--- config.mk ---
export PLATFORM = sky130hd
export DESIGN_NAME = audio_spi_master
export DESIGN_NICKNAME = d
export VERILOG_FILES = /design/src/rtl/audio_spi_master.sv
export SDC_FILE = /design/constraint.sdc
export NUM_CORES = 1
export LEC_CHECK = 0
export ABC_AREA = 0
export BUFFER_PORTS_ARGS = -buffer_cell sky130_fd_sc_hd__buf_4
export CAP_MARGIN = 5
export CORE_MARGIN = 2
export CORE_UTILIZATION = 35
export DETAILED_ROUTE_END_ITERATION = 12
export GPL_TIMING_DRIVEN = 0
export PLACE_DENSITY = 0.66
export SLEW_MARGIN = 25
export SYNTH_ARGS = -nofsm -noshare
export SYNTH_HDL_FRONTEND = slang
export SYNTH_SLANG_ARGS = --single-unit
--- constraint.sdc ---
create_clock -name clk -period 2.44 [get_ports clk]
set_input_delay 0.122 -clock clk [delete_from_list [all_inputs] [get_ports clk]]
set_output_delay 0.122 -clock clk [all_outputs]
set_load 0.02 [all_outputs]
--- src/rtl/audio_spi_master.sv ---
// -----------------------------------------------------------------------------
// audio_spi_master
//
// Byte-oriented SPI master (mode 0, MSB first) fed by a small transmit FIFO.
// Each byte becomes one frame: ss_n low for 17*CLK_DIV clk cycles (one
// CLK_DIV setup period plus eight sck periods), then at least CLK_DIV+1
// cycles of ss_n high before the next frame.
//
// The sck/sdo/ss_n/tx_done outputs are registered from the FSM state.
// This makes them glitch-free, and it places the ss_n fall on the second
// posedge after a byte is accepted into an idle, empty master.
//
// Optional feature macro: SPI_RX_CAPTURE_EN. When defined, sdi is captured
// on every sck rising edge and presented on rx_data/rx_valid at frame end.
// When undefined, rx_data is held at 0x00 and rx_valid is held at 0.
//
// Parameters
//   CLK_DIV    clk cycles per sck half-period (2..255)
//   FIFO_DEPTH transmit FIFO depth (power of two, >= 2)
//
// Ports
//   clk       in   sole clock, rising edge
//   reset     in   synchronous, active-high
//   tx_data   in   [7:0] byte to transmit
//   tx_valid  in   tx_data valid
//   tx_ready  out  FIFO not full; accept on tx_valid && tx_ready
//   sck       out  SPI clock, idle low
//   sdo       out  serial data out, MSB first, 0 while ss_n is high
//   ss_n      out  active-low frame select
//   sdi       in   serial data in (capture build only)
//   busy      out  FSM not idle or FIFO non-empty
//   tx_done   out  one-cycle pulse as a frame ends (ss_n rising)
//   rx_data   out  [7:0] last captured byte
//   rx_valid  out  one-cycle pulse with tx_done when rx_data updates
// -----------------------------------------------------------------------------
module audio_spi_master #(
  parameter int CLK_DIV    = 4,
  parameter int FIFO_DEPTH = 4
) (
  input  logic       clk,
  input  logic       reset,
  input  logic [7:0] tx_data,
  input  logic       tx_valid,
  output logic       tx_ready,
  output logic       sck,
  output logic       sdo,
  output logic       ss_n,
  input  logic       sdi,
  output logic       busy,
  output logic       tx_done,
  output logic [7:0] rx_data,
  output logic       rx_valid
);

  localparam int             PW         = $clog2(FIFO_DEPTH);
  localparam logic [PW:0]    FIFO_FULL  = (PW+1)'(FIFO_DEPTH);
  localparam logic [7:0]     DIV_LAST   = 8'(CLK_DIV - 1);

  typedef enum logic [1:0] {IDLE, SETUP, SHIFT, GAP} state_t;

  state_t          r_state;
  state_t          w_next_state;

  logic [7:0]      r_fifo [FIFO_DEPTH];
  logic [PW-1:0]   r_wr_ptr;
  logic [PW-1:0]   r_rd_ptr;
  logic [PW:0]     r_count;

  logic [7:0]      r_shift;
  logic [7:0]      r_div_cnt;
  logic [3:0]      r_half;        // sck half-period index inside SHIFT: even = high, odd = low

  logic            r_sck;
  logic            r_sdo;
  logic            r_ss_n;
  logic            r_tx_done;

  logic            w_push;
  logic            w_pop;
  logic            w_half_end;
  logic            w_last_half;
  logic            w_frame_active;
  logic            w_gap_first;

  assign w_push         = tx_valid && tx_ready;
  assign w_pop          = (r_state == IDLE) && (r_count != '0);
  assign w_half_end     = (r_div_cnt == DIV_LAST);
  assign w_last_half    = (r_half == 4'd15);
  assign w_frame_active = (r_state == SETUP) || (r_state == SHIFT);
  assign w_gap_first    = (r_state == GAP) && (r_div_cnt == 8'd0);

  assign tx_ready = (r_count != FIFO_FULL);
  assign busy     = (r_state != IDLE) || (r_count != '0);
  assign sck      = r_sck;
  assign sdo      = r_sdo;
  assign ss_n     = r_ss_n;
  assign tx_done  = r_tx_done;

  // ---------------------------------------------------------------------------
  // Next-state logic
  // ---------------------------------------------------------------------------
  // NOTE: the default assignment comes first so that every path assigns
  // w_next_state and no latch is inferred.
  always_comb begin
    w_next_state = r_state;
    case (r_state)
      IDLE:    if (r_count != '0)              w_next_state = SETUP;
      SETUP:   if (w_half_end)                 w_next_state = SHIFT;
      SHIFT:   if (w_half_end && w_last_half)  w_next_state = GAP;
      GAP:     if (w_half_end)                 w_next_state = IDLE;
      default:                                 w_next_state = IDLE;
    endcase
  end

  // ---------------------------------------------------------------------------
  // FIFO storage
  // ---------------------------------------------------------------------------
  // NOTE: the storage array has no reset. An entry is only read after it has
  // been written, because r_count gates the reads. Leaving out the reset lets
  // the array map onto plain RAM/flops without reset logic.
  always_ff @(posedge clk) begin
    if (w_push) begin
      r_fifo[r_wr_ptr] <= tx_data;
    end
  end

  // ---------------------------------------------------------------------------
  // State, FIFO pointers, timing counters and shift register
  // ---------------------------------------------------------------------------
  // NOTE: sequential state is updated with non-blocking assignments only, so
  // every register samples the values from before the edge.
  always_ff @(posedge clk) begin
    if (reset) begin
      r_state   <= IDLE;
      r_wr_ptr  <= '0;
      r_rd_ptr  <= '0;
      r_count   <= '0;
      r_shift   <= 8'h00;
      r_div_cnt <= 8'd0;
      r_half    <= 4'd0;
    end else begin
      r_state <= w_next_state;

      // The pointers are exactly PW bits wide, so they wrap modulo FIFO_DEPTH.
      if (w_push) r_wr_ptr <= r_wr_ptr + 1'b1;
      if (w_pop)  r_rd_ptr <= r_rd_ptr + 1'b1;

      case ({w_push, w_pop})
        2'b10:   r_count <= r_count + 1'b1;
        2'b01:   r_count <= r_count - 1'b1;
        default: r_count <= r_count;
      endcase

      if ((r_state == IDLE) || w_half_end) r_div_cnt <= 8'd0;
      else                                 r_div_cnt <= r_div_cnt + 1'b1;

      if (r_state != SHIFT)  r_half <= 4'd0;
      else if (w_half_end)   r_half <= r_half + 1'b1;

      if (w_pop) begin
        r_shift <= r_fifo[r_rd_ptr];
      end else if ((r_state == SHIFT) && w_half_end && !r_half[0] && (r_half != 4'd14)) begin
        // Advance at the end of each high half, so sdo moves with the sck
        // fall. The 8th fall is skipped, which holds the LSB on sdo through
        // the final low half.
        r_shift <= {r_shift[6:0], 1'b0};
      end
    end
  end

  // ---------------------------------------------------------------------------
  // Registered pin outputs (one cycle behind r_state)
  // ---------------------------------------------------------------------------
  always_ff @(posedge clk) begin
    if (reset) begin
      r_ss_n    <= 1'b1;
      r_sck     <= 1'b0;
      r_sdo     <= 1'b0;
      r_tx_done <= 1'b0;
    end else begin
      r_ss_n    <= !w_frame_active;
      r_sck     <= (r_state == SHIFT) && !r_half[0];
      r_sdo     <= w_frame_active && r_shift[7];
      // The first GAP cycle of r_state is the edge on which ss_n rises.
      r_tx_done <= w_gap_first;
    end
  end

  // ---------------------------------------------------------------------------
  // Optional receive capture
  // ---------------------------------------------------------------------------
`ifdef SPI_RX_CAPTURE_EN
  logic [7:0] r_rx_shift;
  logic [7:0] r_rx_data;
  logic       r_rx_valid;
  logic       w_sck_rise;

  // True on the edge where r_sck goes 0 -> 1, while sdo is still stable.
  assign w_sck_rise = (r_state == SHIFT) && !r_half[0] && !r_sck;

  always_ff @(posedge clk) begin
    if (reset) begin
      r_rx_shift <= 8'h00;
      r_rx_data  <= 8'h00;
      r_rx_valid <= 1'b0;
    end else begin
      if (w_sck_rise)  r_rx_shift <= {r_rx_shift[6:0], sdi};
      if (w_gap_first) r_rx_data  <= r_rx_shift;
      r_rx_valid <= w_gap_first;
    end
  end

  assign rx_data  = r_rx_data;
  assign rx_valid = r_rx_valid;
`else
  logic w_unused_sdi;

  assign w_unused_sdi = sdi;
  assign rx_data      = 8'h00;
  assign rx_valid     = 1'b0;
`endif

endmodule

==> summary.txt, run 1 <==
port bufs: 15
Post-synth ARST share: 0%
number of global-route vias before repair: 1764
fin crit period: 2350 ps
library cells used by synthesis: 39
clk_lat worst skew: 340 ps
slew at the pin closest to its max-slew limit: 624 ps
Yosys reg bits: 67
Die H: 95.6 um
Tot GR Track Use: 11.9%
maximum clock insertion buffer count: 2
arrival time at the worst endpoint: 2630 ps
Max H-tree Level: 3
critical path type: reg2reg
post-synthesis sequential area ratio: 56.6%
chip width: 95.6 um
CP startpoint kind: flop
Post-Synthesis Cells: 234
R2R Path Start: r_count[2]$_SDFFE_PP0P_
Overall Power: 3.54 mW
fraction of layout cells with a size suffix above 1: 28.8%
Worst EP required: 2710 ps
CTS clk-pin slew, worst paths: 80 ps
post-route ant nets: 0
largest net degree at the start of global routing: 13
outcome: complete, no violations
row count: 33
post-synth design cell area: 2930 um^2
DR vias/cell: 4.59
Hold Crit Start: tx_valid
Final Net Count: 302
CTS buffer count: 9
fmax: 425 MHz
R2R Path End: r_count[2]$_SDFFE_PP0P_
Synthesis Warnings: 0
max-cap viol count: 0
final setup TNS: 0 ps
DRC Markers: 0
Power per Cell Area: 999 nW/um^2
Synth-to-Final Area Change: 20.6%
global-route wire length before repair: 8070 um
initial antenna violation count: 0
GP Congestion: 0.767
WL/cell: 12.8 um
P_leak: 1.34 nW
Detail Placement HPWL: 3290 um
crit-path max FO: 5
Ports: 27
Routed WL: 4920 um
hold violation count in the final report: 0
WHS Endpoint: r_wr_ptr[0]$_SDFFE_PP0P_
core area: 8180 um^2
fin util: 43.3%
clock sinks: 67
Avg Inst Size Synth: 12.5 um^2
peak supply drop: 517 uV
fill count: 768
Hold/Removal Path Class: in2reg
r2r setup slk: 90 ps
ant diodes: 0
Die ar.: 9130 um^2
Fin Clk Skew: 13.1 ps
unrepaired setup endpoints after global routing: no
Hold Path Depth: 4
via count: 1773
pins over their slew limit: 0
number of enable flip-flop cells after synthesis: 32
Crit. End Element: flop
drt pass-1 iters: 4
Root Driver: clkbuf_8
fin crit share: 96.5%
Most used DFF post-synth: dfxtp_1
# setup viols final: 0
GRT Residual Overflow: 0
Slew HR: 58.4%
CTS tree: built
DR iter-0 viols: 78
Worst Reg-to-Reg Cells: 9
Initial Util: 35.9%
-- logic make-up (layout without fill, tap and decap cells) --
kind of cell,count (synthesis),count (layout),synth area share [%]
xor gates and xnor gates,14,14,4.18
DFF,67,67,56.6
and+or+nand+nor,81,81,14.7
other,1,9,0.128
adders and majority gates,14,14,6.23
buffers and inverters,31,70,5.84
muxes,10,10,6.82
AOI/OAI and AO/OA,16,16,5.50
-- cells in the mapped netlist, types with 2 or more instances --
library cell  number  area (um^2)
buf_2              2         10.0
dfxtp_1           35          701
mux2i_1            2         20.0
or3_1              2         12.5
xor2_1            10         87.6
mux4_2             8          180
nor2_1            34          128
and3_1             8         50.1
a2111oi_2          6         90.1
nand3_1           10         50.1
buf_6              2         22.5
inv_1             13         48.8
buf_4             10         75.1
xnor2_1            4         35.0
nand2_1            8         30.0
edfxtp_1          32          961
nor3_1             6         30.0
a21oi_1            5         25.0
clkbuf_1           3         11.3
and3_2             2         15.0
a211oi_1           2         15.0
ha_1              13          163
-- metal layers --
metal | GRT usage [%] | part of all wire (%)
met5 | 0 | 0
met4 | 5.12 | 1.3
met3 | 4.74 | 4.4
met2 | 19.9 | 50
met1 | 13.6 | 44
-- where the power goes --
| group | switching [mW] | leakage [nW] | internal [mW] |
|---|---|---|---|
| Combinational | 0.571 | 0.658 | 0.494 |
| Sequential | 0.102 | 0.581 | 1.37 |
| Clock | 0.419 | 0.105 | 0.577 |
| Total | 1.09 | 1.34 | 2.45 |
-- repair_timing --
action | CTS | global route
pin swaps | 0 | 1
hold endpoints to repair | 32 | 0
endpoints found under the setup margin | 1 | 1
hold buffers | 8 | 0
setup buffers | 0 | 1
gates resized for setup | 4 | 12
-- registers in the layout, indices dropped and copies added (netlist names), named ones only --
name / count
sck: 1
ss_n: 1
r_fifo: 32
r_shift: 8
r_half: 4
r_wr_ptr: 2
tx_done: 1
r_div_cnt: 8
sdo: 1
r_rd_ptr: 2
r_count: 3
r_state: 2
-- per-stage QoR --
step,std cells,setup slack [ps],instance area [um^2],hold WS (ps)
2_1_floorplan,242,75.1,2960,221
3_3_place_gp,362,-27.4,3210,322
3_5_place_dp,362,-89.8,3210,326
4_1_cts,386,17.1,3520,195
5_1_grt,386,24.1,3540,196
6_report,386,86.1,3540,175
-- critical path, stage by stage, from the launching register on --
cell	delay, ps
dfxtp_2	360
or3b_4	420
and2_4	180
inv_1	80
ha_2	190
inv_1	50
fa_2	330
xor2_1	160
or3_1	350
a21oi_2	150
-- cell usage in the layout (no fill, tap or decap), types with 4 or more instances in the layout --
master,Yosys,layout
clkbuf_8,0,9
nand2_1,8,8
conb_1,1,9
a21oi_1,5,4
dlygate4sd3_1,0,8
xnor2_1,4,4
xor2_1,10,10
a2111oi_2,6,6
ha_1,13,11
inv_1,13,11
mux4_2,8,8
nor2_1,34,34
buf_4,10,25
dfxtp_2,0,5
nand3_1,10,10
nor3_1,6,6
edfxtp_1,32,32
dfxtp_1,35,30
clkbuf_1,3,4
and3_1,8,8
-- worst max path at each step --
stage / start / end / slack, ps
final: r_count[2]$_SDFFE_PP0P_ / r_count[2]$_SDFFE_PP0P_ / 90
after global placement: r_state[0]$_SDFFE_PP0P_ / r_count[2]$_SDFFE_PP0P_ / -30
after CTS: r_state[0]$_SDFFE_PP0P_ / r_count[2]$_SDFFE_PP0P_ / 20
after detailed placement: r_state[1]$_SDFFE_PP0P_ / r_count[2]$_SDFFE_PP0P_ / -90
after floorplan: r_count[0]$_SDFFE_PP0P_ / r_count[2]$_SDFFE_PP0P_ / 80
after global routing: r_count[2]$_SDFFE_PP0P_ / r_count[2]$_SDFFE_PP0P_ / 20
-- area by class of cell --
type	instances	area, um^2	area share [%]
multi-input combinational	144	1160	32.7
sequential	67	1670	47.1
inverter	14	55.1	1.56
buffer	16	111	3.15
clock inverter	6	88.8	2.51
clock buffer	10	128	3.61
timing repair buffer	24	200	5.66
tap	105	131	3.71
No activity file was read; power rests on OpenSTA's default activity.
==> run 2, diff against run 1 <==
--- a/config.mk
+++ b/config.mk
@@ -8,5 +8,6 @@
 export ABC_AREA = 0
 export BUFFER_PORTS_ARGS = -buffer_cell sky130_fd_sc_hd__buf_4
-export CAP_MARGIN = 5
+export CAP_MARGIN = 20
+export CORE_ASPECT_RATIO = 0.9
 export CORE_MARGIN = 2
 export CORE_UTILIZATION = 35
==> constraint.sdc (replaced) <==
create_clock -name clk -period 2.44 [get_ports clk]
set_input_delay 0.122 -clock clk [delete_from_list [all_inputs] [get_ports clk]]
set_output_delay 0.122 -clock clk [all_outputs]
set_load 0.05 [all_outputs]
==> summary.txt, run 2 (synthesis gave the netlist of run 1 again) <==
peak supply drop: 453 uV (-12%)
fin crit share: 95.8% (-0.70 points)
clock sinks: 67 (unchanged)
Slew HR: 57.3% (-1.1 points)
Initial Util: 36.2% (+0.30 points)
global-route wire length before repair: 8200 um (+1.5%)
clk_lat worst skew: 330 ps (about the same)
Max H-tree Level: 3 (unchanged)
CP Buf/Inv Count: 2 (unchanged)
Power per Cell Area: 1020 nW/um^2 (+1.6%)
fin crit period: 2340 ps (-17.0 ps)
Biggest register: r_fifo
Largest register FFs: 32 (unchanged)
slew at the pin closest to its max-slew limit: 640 ps (+16.3 ps)
Final Net Count: 305 (+0.99%)
Tot GR Track Use: 11.7% (-0.28 points)
most frequent cells in the layout: 34 x nor2_1, 32 x edfxtp_1, 30 x dfxtp_1, 28 x buf_4
max incr delay on CP: 430 ps (about the same)
Top Family by Delay on Critical Path: simple AND/OR/NAND/NOR gates
crit-path max FO: 5 (unchanged)
WL/cell: 12.9 um (+1.2%)
most common cell after layout, fill and taps aside: nor2_1
GRT Residual Overflow: 0 (unchanged)
CTS clk-pin slew, worst paths: 70 ps (about the same)
ant diodes: 0 (unchanged)
Crit. End Element: flop
CTS buffer count: 9 (unchanged)
drt pass-1 iters: 4 (unchanged)
critical path type: reg2reg
Fin Clk Skew: 5.61 ps (-7.52 ps)
fmax: 428 MHz (+0.73%)
outcome: complete, no violations
post-route ant nets: 0 (unchanged)
hold violation count in the final report: 0 (unchanged)
core area: 8110 um^2 (-0.84%)
Worst EP required: 2700 ps (about the same)
Overall Power: 3.60 mW (+1.8%)
Detail Placement HPWL: 3280 um (-0.32%)
fraction of layout cells with a size suffix above 1: 29.3% (+0.50 points)
leading registers by flop count: r_fifo: 32 flops, r_div_cnt: 8 flops, r_shift: 8 flops
chip width: 101 um (+5.2%)
# setup viols final: 0 (unchanged)
r2r setup slk: 100 ps (+20 ps)
arrival time at the worst endpoint: 2600 ps (-30 ps)
row count: 31 (-6.1%)
CP cell instances: or3b_4, and2_4, inv_1, ha_2, inv_1, fa_2, xor2_1, or3_1, a21oi_2
DR iter-0 viols: 76 (-2.6%)
Ports: 27 (unchanged)
port bufs: 15 (unchanged)
DRC Markers: 0 (unchanged)
Routed WL: 4930 um (+0.16%)
Hold/Removal Path Class: in2reg
max-cap viol count: 0 (unchanged)
Worst path slowest cell: or3b_4
initial antenna violation count: 0 (unchanged)
number of global-route vias before repair: 1717 (-2.7%)
Die H: 90.9 um (-4.9%)
DR vias/cell: 4.59 (-0.15%)
P_leak: 1.35 nW (+0.46%)
via count: 1752 (-1.2%)
CTS tree: built
Synth-to-Final Area Change: 20.8%
CP startpoint kind: flop
maximum clock insertion buffer count: 2 (unchanged)
Worst path most repeated cell: inv_1
Place WS: -49.4 ps (+40.4 ps)
Die ar.: 9130 um^2 (about the same)
Root Driver: clkbuf_8
fin worst setup slack: 103 ps (+17.0 ps)
pins over their slew limit: 0 (unchanged)
GP Congestion: 0.780 (+1.8%)
largest net degree at the start of global routing: 12 (-1)
run 2: per-layer routing:
layer / up-vias / track usage, % / routed length [um]
li1: 891 / - / -
met1: 819 / 14.5 / 2330
met2: 33 / 18.1 / 2330
met3: 9 / 4.57 / 196
met4: 0 / 4.68 / 74
met5: - / 0 / 0
run 2: final timing paths:
kind                               to               startpoint  cells past startpoint
max           r_count[2]$_SDFFE_PP0P_  r_count[1]$_SDFFE_PP0P_                      9
min          r_wr_ptr[0]$_SDFFE_PP0P_                 tx_valid                      4
max reg2reg   r_count[2]$_SDFFE_PP0P_  r_count[1]$_SDFFE_PP0P_                      9
min reg2reg   r_shift[0]$_SDFFE_PP0P_  r_shift[0]$_SDFFE_PP0P_                      2
run 2: worst reg2reg max path: stages (launching register included):
cell and delay [ps]:
dfxtp_2 340, or3b_4 430, and2_4 180, inv_1 80, ha_2 180, inv_1 50, fa_2 330, xor2_1 150
or3_1 390, a21oi_2 140
run 2: what timing repair did:
action                                  4_1_cts  5_1_grt
hold endpoints to repair                     32        0
gates resized for setup                       3       12
setup buffers                                 0        4
endpoints found under the setup margin        1        1
pin swaps                                     0        2
hold buffers                                  8        0
run 2: final cells by class:
type                            count  area [um^2]
Inverter                           14         55.1
Clock inverter                      5         78.8
Tap cell                           99          124
Sequential cell                    67         1670
Clock buffer                       10          128
Timing Repair Buffer               27          223
Multi-Input combinational cell    144         1160
Fill cell                         765         4560
Buffer                             16          111
run 2: stage by stage:
step	area (um^2)	cells	util, %	hold slack (ps)	TNS [ps]
after global placement	3200	356	39.5	323	-6.56
after detailed placement	3200	356	39.5	329	-49.4
after global routing	3540	382	43.7	206	-8.27
final	3540	382	43.7	202	0
after CTS	3510	379	43.2	222	0
after floorplan	2970	242	-	221	0
run 2: where the power goes:
group | internal [mW] | total (mW) | leakage, nW | switching [mW]
sequential | 1.37 | 1.47 | 0.581 | 0.0993
combinational | 0.507 | 1.16 | 0.672 | 0.657
clock | 0.566 | 0.963 | 0.0960 | 0.396
total | 2.45 | 3.60 | 1.35 | 1.15
